==> src/rtl/subdiv_pkg.sv <==
// Shared constants and builder state encoding for the subdivision pipeline.
package subdiv_pkg;

    localparam int          ADDR_WIDTH         = 9;
    localparam logic [31:0] Q_ONE              = 32'h0001_0000;
    localparam int          MAX_NEIGHBOR_COUNT = 10;

    typedef enum logic [3:0] {
        S_IDLE,
        S_CLEAR,
        S_FACE_RD,
        S_PAIR_SEL,
        S_CNT_RD,
        S_SCAN,
        S_APPEND_WR,
        S_CNT_WR,
        S_DONE
    } nb_state_e;

endpackage

==> src/rtl/face_pair_gen.sv <==
// Holds the three vertex indices of the current face and walks the six
// ordered (owner, neighbor) pairs formed from them.
module face_pair_gen (
    input  logic        clk,
    input  logic        rst_n,
    input  logic        i_clr,
    input  logic        i_adv,
    input  logic        i_ld,
    input  logic [1:0]  i_ld_sel,
    input  logic [31:0] i_ld_data,
    output logic [31:0] o_owner,
    output logic [31:0] o_neighbor,
    output logic        o_last_pair
);

    logic [31:0] r_a, r_b, r_c;
    logic [2:0]  r_pair;

    always_ff @(posedge clk or negedge rst_n) begin
        if (!rst_n) begin
            r_a    <= '0;
            r_b    <= '0;
            r_c    <= '0;
            r_pair <= '0;
        end else begin
            if (i_ld) begin
                case (i_ld_sel)
                    2'd0:    r_a <= i_ld_data;
                    2'd1:    r_b <= i_ld_data;
                    default: r_c <= i_ld_data;
                endcase
            end
            if (i_clr)
                r_pair <= '0;
            else if (i_adv && !o_last_pair)
                r_pair <= r_pair + 3'd1;
        end
    end

    always_comb begin
        o_owner    = r_c;
        o_neighbor = r_b;
        case (r_pair)
            3'd0:    begin o_owner = r_a; o_neighbor = r_b; end
            3'd1:    begin o_owner = r_a; o_neighbor = r_c; end
            3'd2:    begin o_owner = r_b; o_neighbor = r_a; end
            3'd3:    begin o_owner = r_b; o_neighbor = r_c; end
            3'd4:    begin o_owner = r_c; o_neighbor = r_a; end
            default: begin o_owner = r_c; o_neighbor = r_b; end
        endcase
    end

    assign o_last_pair = (r_pair == 3'd5);

endmodule

==> src/rtl/neighbor_builder.sv <==
// Builds per-vertex adjacency records in the neighbor RAM from the face list
// in the object RAM, de-duplicating entries and flagging overflow/bad indices.
module neighbor_builder #(
    parameter int MAX_NEIGHBOR_COUNT = subdiv_pkg::MAX_NEIGHBOR_COUNT,
    parameter int ADDR_WIDTH         = subdiv_pkg::ADDR_WIDTH
) (
    input  logic                  clk,
    input  logic                  rst_n,
    input  logic                  start,
    input  logic [31:0]           vertex_count,
    input  logic [31:0]           face_count,
    input  logic [31:0]           RAM_OBJ_Do,
    input  logic [31:0]           RAM_NBR_Do,
    output logic                  RAM_OBJ_EN,
    output logic                  RAM_NBR_EN,
    output logic [ADDR_WIDTH-1:0] RAM_OBJ_A,
    output logic [ADDR_WIDTH-1:0] RAM_NBR_A,
    output logic [3:0]            RAM_OBJ_WE,
    output logic [3:0]            RAM_NBR_WE,
    output logic [31:0]           RAM_OBJ_Di,
    output logic [31:0]           RAM_NBR_Di,
    output logic                  busy,
    output logic                  done,
    output logic                  overflow,
    output logic                  index_err
);
    import subdiv_pkg::*;

    localparam logic [31:0]           MAXW = 32'(MAX_NEIGHBOR_COUNT);
    localparam logic [ADDR_WIDTH-1:0] MAXA = ADDR_WIDTH'(MAX_NEIGHBOR_COUNT);

    nb_state_e             r_state;
    logic [31:0]           r_vcnt, r_fcnt, r_face, r_cnt, r_n;
    logic [ADDR_WIDTH-1:0] r_fbase, r_obase;

    logic [31:0]           w_owner, w_nbr;
    logic                  w_last_pair, w_ld, w_own_bad, w_nbr_bad, w_skip_idx;
    logic                  w_hit, w_scan_end, w_full, w_pair_done;
    logic [1:0]            w_ld_sel;
    logic [ADDR_WIDTH-1:0] w_obase;

    assign RAM_OBJ_WE = 4'b0000;
    assign RAM_OBJ_Di = 32'h0;

    assign w_ld     = (r_state == S_FACE_RD) && (r_cnt != 32'd0);
    assign w_ld_sel = r_cnt[1:0] - 2'd1;

    face_pair_gen u_pair (
        .clk        (clk),
        .rst_n      (rst_n),
        .i_clr      (r_state == S_FACE_RD),
        .i_adv      (w_pair_done),
        .i_ld       (w_ld),
        .i_ld_sel   (w_ld_sel),
        .i_ld_data  (RAM_OBJ_Do),
        .o_owner    (w_owner),
        .o_neighbor (w_nbr),
        .o_last_pair(w_last_pair)
    );

    assign w_own_bad  = (w_owner == 32'd0) || (w_owner > r_vcnt);
    assign w_nbr_bad  = (w_nbr == 32'd0) || (w_nbr > r_vcnt);
    assign w_skip_idx = w_own_bad || w_nbr_bad || (w_owner == w_nbr);
    assign w_obase    = (w_owner[ADDR_WIDTH-1:0] - ADDR_WIDTH'(1)) * MAXA;

    // In SCAN, r_cnt is the entry index whose read data is on RAM_NBR_Do (0 = none yet)
    assign w_hit      = (r_cnt != 32'd0) && (RAM_NBR_Do == w_nbr);
    assign w_scan_end = (r_cnt == r_n);
    assign w_full     = (r_n >= MAXW - 32'd1);

    assign w_pair_done = ((r_state == S_PAIR_SEL) && w_skip_idx) ||
                         ((r_state == S_SCAN) && (w_hit || (w_scan_end && w_full))) ||
                         (r_state == S_CNT_WR);

    always_ff @(posedge clk or negedge rst_n) begin
        if (!rst_n) begin
            r_state    <= S_IDLE;
            r_vcnt     <= '0;
            r_fcnt     <= '0;
            r_face     <= '0;
            r_cnt      <= '0;
            r_n        <= '0;
            r_fbase    <= '0;
            r_obase    <= '0;
            RAM_OBJ_EN <= 1'b0;
            RAM_OBJ_A  <= '0;
            RAM_NBR_EN <= 1'b0;
            RAM_NBR_A  <= '0;
            RAM_NBR_WE <= 4'b0000;
            RAM_NBR_Di <= '0;
            busy       <= 1'b0;
            done       <= 1'b0;
            overflow   <= 1'b0;
            index_err  <= 1'b0;
        end else begin
            RAM_OBJ_EN <= 1'b0;
            RAM_NBR_EN <= 1'b0;
            RAM_NBR_WE <= 4'b0000;
            done       <= 1'b0;

            case (r_state)
                S_IDLE: if (start) begin
                    r_vcnt    <= vertex_count;
                    r_fcnt    <= face_count;
                    r_face    <= '0;
                    r_fbase   <= vertex_count[ADDR_WIDTH-1:0] * ADDR_WIDTH'(3) + ADDR_WIDTH'(1);
                    overflow  <= 1'b0;
                    index_err <= 1'b0;
                    if (vertex_count == 32'd0) begin
                        done    <= 1'b1;
                        r_state <= S_DONE;
                    end else begin
                        busy       <= 1'b1;
                        RAM_NBR_EN <= 1'b1;
                        RAM_NBR_WE <= 4'b1111;
                        RAM_NBR_A  <= '0;
                        RAM_NBR_Di <= '0;
                        r_obase    <= MAXA;
                        r_cnt      <= 32'd1;
                        r_state    <= S_CLEAR;
                    end
                end

                S_CLEAR: begin
                    if (r_cnt < r_vcnt) begin
                        RAM_NBR_EN <= 1'b1;
                        RAM_NBR_WE <= 4'b1111;
                        RAM_NBR_A  <= r_obase;
                        RAM_NBR_Di <= '0;
                        r_obase    <= r_obase + MAXA;
                        r_cnt      <= r_cnt + 32'd1;
                    end else if (r_fcnt == 32'd0) begin
                        busy    <= 1'b0;
                        done    <= 1'b1;
                        r_state <= S_DONE;
                    end else begin
                        RAM_OBJ_EN <= 1'b1;
                        RAM_OBJ_A  <= r_fbase;
                        r_cnt      <= '0;
                        r_state    <= S_FACE_RD;
                    end
                end

                // Three pipelined reads; word k is captured at the end of cycle k+1
                S_FACE_RD: begin
                    if (r_cnt < 32'd2) begin
                        RAM_OBJ_EN <= 1'b1;
                        RAM_OBJ_A  <= RAM_OBJ_A + ADDR_WIDTH'(1);
                    end
                    if (r_cnt == 32'd3)
                        r_state <= S_PAIR_SEL;
                    else
                        r_cnt <= r_cnt + 32'd1;
                end

                S_PAIR_SEL: begin
                    if (w_skip_idx) begin
                        if (w_own_bad || w_nbr_bad)
                            index_err <= 1'b1;
                    end else begin
                        RAM_NBR_EN <= 1'b1;
                        RAM_NBR_A  <= w_obase;
                        r_obase    <= w_obase;
                        r_cnt      <= '0;
                        r_state    <= S_CNT_RD;
                    end
                end

                S_CNT_RD: begin
                    if (r_cnt == 32'd0) begin
                        r_cnt <= 32'd1;
                    end else begin
                        r_n     <= RAM_NBR_Do;
                        r_cnt   <= '0;
                        r_state <= S_SCAN;
                        if (RAM_NBR_Do != 32'd0) begin
                            RAM_NBR_EN <= 1'b1;
                            RAM_NBR_A  <= r_obase + ADDR_WIDTH'(1);
                        end
                    end
                end

                S_SCAN: begin
                    if (!w_hit) begin
                        if (w_scan_end) begin
                            if (w_full) begin
                                overflow <= 1'b1;
                            end else begin
                                RAM_NBR_EN <= 1'b1;
                                RAM_NBR_WE <= 4'b1111;
                                RAM_NBR_A  <= r_obase + r_n[ADDR_WIDTH-1:0] + ADDR_WIDTH'(1);
                                RAM_NBR_Di <= w_nbr;
                                r_state    <= S_APPEND_WR;
                            end
                        end else begin
                            r_cnt <= r_cnt + 32'd1;
                            if (r_cnt + 32'd2 <= r_n) begin
                                RAM_NBR_EN <= 1'b1;
                                RAM_NBR_A  <= RAM_NBR_A + ADDR_WIDTH'(1);
                            end
                        end
                    end
                end

                S_APPEND_WR: begin
                    RAM_NBR_EN <= 1'b1;
                    RAM_NBR_WE <= 4'b1111;
                    RAM_NBR_A  <= r_obase;
                    RAM_NBR_Di <= r_n + 32'd1;
                    r_state    <= S_CNT_WR;
                end

                S_CNT_WR: ;

                S_DONE: r_state <= S_IDLE;

                default: r_state <= S_IDLE;
            endcase

            // Common pair/face advance; overrides the per-state next-state above
            if (w_pair_done) begin
                if (!w_last_pair) begin
                    r_state <= S_PAIR_SEL;
                end else if (r_face + 32'd1 >= r_fcnt) begin
                    busy    <= 1'b0;
                    done    <= 1'b1;
                    r_state <= S_DONE;
                end else begin
                    r_face     <= r_face + 32'd1;
                    r_fbase    <= r_fbase + ADDR_WIDTH'(3);
                    RAM_OBJ_EN <= 1'b1;
                    RAM_OBJ_A  <= r_fbase + ADDR_WIDTH'(3);
                    r_cnt      <= '0;
                    r_state    <= S_FACE_RD;
                end
            end
        end
    end

endmodule

==> config.mk <==
export PLATFORM = sky130hd
export DESIGN_NAME = neighbor_builder
export DESIGN_NICKNAME = d
export VERILOG_FILES = /design/src/rtl/subdiv_pkg.sv /design/src/rtl/face_pair_gen.sv /design/src/rtl/neighbor_builder.sv
export SDC_FILE = /design/constraint.sdc
export NUM_CORES = 1
export LEC_CHECK = 0
export ABC_AREA = 1
export CAP_MARGIN = 25
export CORE_MARGIN = 2
export CORE_UTILIZATION = 55
export CTS_BUF_LIST = sky130_fd_sc_hd__clkbuf_16
export CTS_CLUSTER_SIZE = 8
export DETAILED_ROUTE_END_ITERATION = 8
export PLACE_DENSITY = 0.76
export SYNTH_ARGS = -nofsm -noshare
export SYNTH_HDL_FRONTEND = slang
export SYNTH_SLANG_ARGS = --single-unit
==> constraint.sdc <==
create_clock -name clk -period 8.8 [get_ports clk]
set_clock_uncertainty 0.15 [all_clocks]
set_input_delay 2.2 -clock clk [delete_from_list [all_inputs] [get_ports clk]]
set_output_delay 2.2 -clock clk [all_outputs]
set_load 0.03 [all_outputs]
==> flow_summary.ini <==
[floorplanning]
fp.coreArea_um2 = 48700
die-width_um = 226
dieArea_um2 = 51000
row_count = 81
start_util_pct = 55.5
io_pins = 227
die_y_um = 226

[clock_tree]
cts_tree = built
cts_sinks = 337
clk_pin_slew_ps = 50
htreeDepth = 2
holdBufCountCts = 0
cts_resized = 0
clkLatencyLatePin_ps = 630
clockBufferDepth = 3
post_cts_buffers = 0
cts_buffers = 48
root_buffer = clkbuf_16

[drt]
wl_per_cell_um = 21.3
wirelength_um = 103000
drtIter0Drc = 3577
wl_met3_um = 11300
vias = 28300
routed.top_layer = met5
drcViolationCount = 0
drt_pass1_iterations = 6
wl_met2_um = 43400
viasPerCell = 5.87
drtAntennaViolNets = 0
wl_met1_um = 42200

[global_route]
grt_start_max_net_pins = 155
grt_pass1_vias = 26300
grt_usage_pct = 40.6
antenna_found_initial = 2
grt_pass1_wl_um = 157000
grt_overflow = 0

[place]
port_buffers = 190
gp_congestion = 1.05
dpl.hpwl_um = 78800

[setup_path]
path_buf_inv = 4
critPathArrivalTime_ps = 6450
worstSetupPathType = register to register
startpoint = u_pair.r_pair[1]
cpMaxStageDelayCell = nand2_2
cp_top_family = simple AND/OR/NAND/NOR gates
start_kind = register
crit_path_end_kind = register
crit_path_cell_trace = inv_2 -> ha_1 -> inv_1 -> nand2_2 -> nand2_2 -> nand2_1 -> nor2_1 -> inv_1 -> nand2_1 -> ha_1 -> nand4_1 -> nor4_1 -> nand4_1 -> nand2_1 -> nand2_1 -> nor2_2 -> nand2_2 -> nand2_4 -> nand3_4 -> nand2_4 -> inv_2 -> o21ai_0 -> nand2_1
slowest_delay_ps = 640
crit_fanout = 52
r2r-start = u_pair.r_pair[1]
worst_path_most_repeated_cell = nand2_1
required_ps = 9130

[logic_synthesis]
synth-simple-area-share_pct = 31.2
ys_seq_elements = 337
netlist_area_um2 = 27100
synthAdderAreaFrac_pct = 9.79
syn-instance-count = 4010
yosys_warnings = 0
ys.flop_type = dfrtp_1
postSynthAreaPerCell_um2 = 6.75
muxShareOfSynthArea_pct = 0
synth-xor-area-share_pct = 3.92
synthArstFlopShare_pct = 100
synth-edff-count = 0
ys_seq_area_share_pct = 31.2
synth_top_family_by_area = simple AND/OR/NAND/NOR gates
yosysUniqueCellTypes = 57
synth_compound_area_share_pct = 13.3

[timing]
worstMarginPinSlew_ps = 1130
drv_slew = 0
max_freq_mhz = 163
fin_crit_sh_pct = 69.5
max_slew_margin_pct = 24.2
setup_tns_ps = 0
rsz0062_at_grt = false
fin_crit_ps = 6120
setup_viol = 0
finalHoldViolCount = 0

[layout]
drive_gt1_share_pct = 3.45
nets = 4483
utilization_pct = 62.7
area_growth_syn_to_layout_pct = 12.9
antenna_cells = 0

[power]
vdd_drop_max_uv = 270
powerDensity_nw_per_um2 = 438
p_leak_uw = 0.0154

[run_status]
outcome = finished, final reports clean

[min_path]
min_from = RAM_NBR_Di[19]
hp-class = register to register

[run]
maxCapViolCount = 0
[cell type report]
class                      instances  area, um2
fill                            4681      18200
sequential                       337       8430
timing repair buffer             211       2120
inverter                         522       1960
tap                              664        831
clock inverter                     9       91.3
multi-input combinational       3022      15900
clock buffer                      48       1200
[worst min-delay path, delay by kind of cell (launching register included)]
| kind | cells | cell delay, ps |
|---|---|---|
| simple gates | 2 | 110 |
| flops | 1 | 340 |
[power breakdown]
group          leakage (uW)  internal (uW)  switching [uW]
sequential          0.00423           2210             838
clock              0.000647            965             719
combinational        0.0105           2700            5940
[sequential cells by signal (all words and copies together), names as in the netlist, 3 cells and up]
signal         flops
RAM_NBR_Di        32
r_cnt             32
r_face            32
r_fcnt            32
r_n               32
r_vcnt            32
u_pair.r_a        32
u_pair.r_b        32
u_pair.r_c        32
RAM_NBR_A          9
RAM_OBJ_A          9
r_fbase            9
r_obase            8
r_state            4
u_pair.r_pair      3
[synth_stat cells (all sizes together) (15+ instances only)]
master | instances | area share (%)
o21ai | 347 | 6.4
a31oi | 17 | 0.39
ha | 207 | 9.6
a21oi | 231 | 4.3
dfrtp | 337 | 31
xor2 | 106 | 3.4
nand2 | 1145 | 16
inv | 514 | 7.1
nor3 | 70 | 1.3
xnor2 | 15 | 0.49
nand3 | 215 | 4.3
or2 | 17 | 0.39
buf | 93 | 2.4
nand4 | 72 | 1.7
nor4 | 56 | 1.3
nor2 | 366 | 5.1
clkbuf | 71 | 0.98
nand3b | 29 | 0.80
[cell families after synthesis]
logic type | count (synthesis)
buffers and inverters | 686
XOR/XNOR | 121
adder cells (fa/ha/maj) | 210
other | 1
AO/OA/AOI/OAI | 672
AND/OR/NAND/NOR | 1983
flip-flops | 337
[routing by layer]
metal / vias to the layer above / global-route usage, %
met5: - / 0
met4: 4 / 20.3
met3: 312 / 7.73
met2: 1657 / 60.7
met1: 13000 / 56.2
li1: 13300 / -
[final timing paths]
check / to / slack (ps) / cells past startpoint
worst max-delay path: RAM_OBJ_A[3] / 2680 / 23
worst min-delay path: RAM_NBR_Di[19] / 340 / 2
worst max register to register: RAM_OBJ_A[3] / 2680 / 23
worst min register to register: RAM_NBR_Di[19] / 340 / 2
max in group asynchronous: r_state[1] / 5490 / 2
min in group asynchronous: u_pair.r_a[21] / 1490 / 1
[through the flow]
stage	power, uW	setup slack, ps	hold WS [ps]	instances	cell area, um2
after floorplan	8520	4580	303	4045	27200
after global placement	11200	2660	315	4753	29200
after detailed placement	11300	2480	321	4754	29200
after CTS	13100	2470	333	4811	30500
after global routing	14400	2330	357	4813	30600
final	13400	2680	336	4813	30600
[cell usage in the layout, fill, tap and decap left out, types with 4 or more instances in the layout]
cell type,n
o22ai_1,13
a31oi_1,17
clkinv_1,9
clkdlybuf4s50_1,189
o21ai_0,321
o221ai_1,10
nand3_2,15
nand4_1,72
a21oi_1,230
inv_2,15
ha_1,207
o21ai_1,25
or2_2,15
o211ai_1,13
o21a_1,7
nand3b_1,29
nor3b_1,4
buf_4,17
clkbuf_16,48
nand3_1,199
conb_1,36
nor2_2,6
xor2_1,106
nand2_2,8
dfrtp_1,337
inv_1,503
nor3_1,69
xnor2_1,15
o2111ai_1,4
o21bai_1,4
nor2_1,358
a22oi_1,10
nor4_1,56
nand2_1,1134
Note: power is estimated with default switching activity, not from simulation.
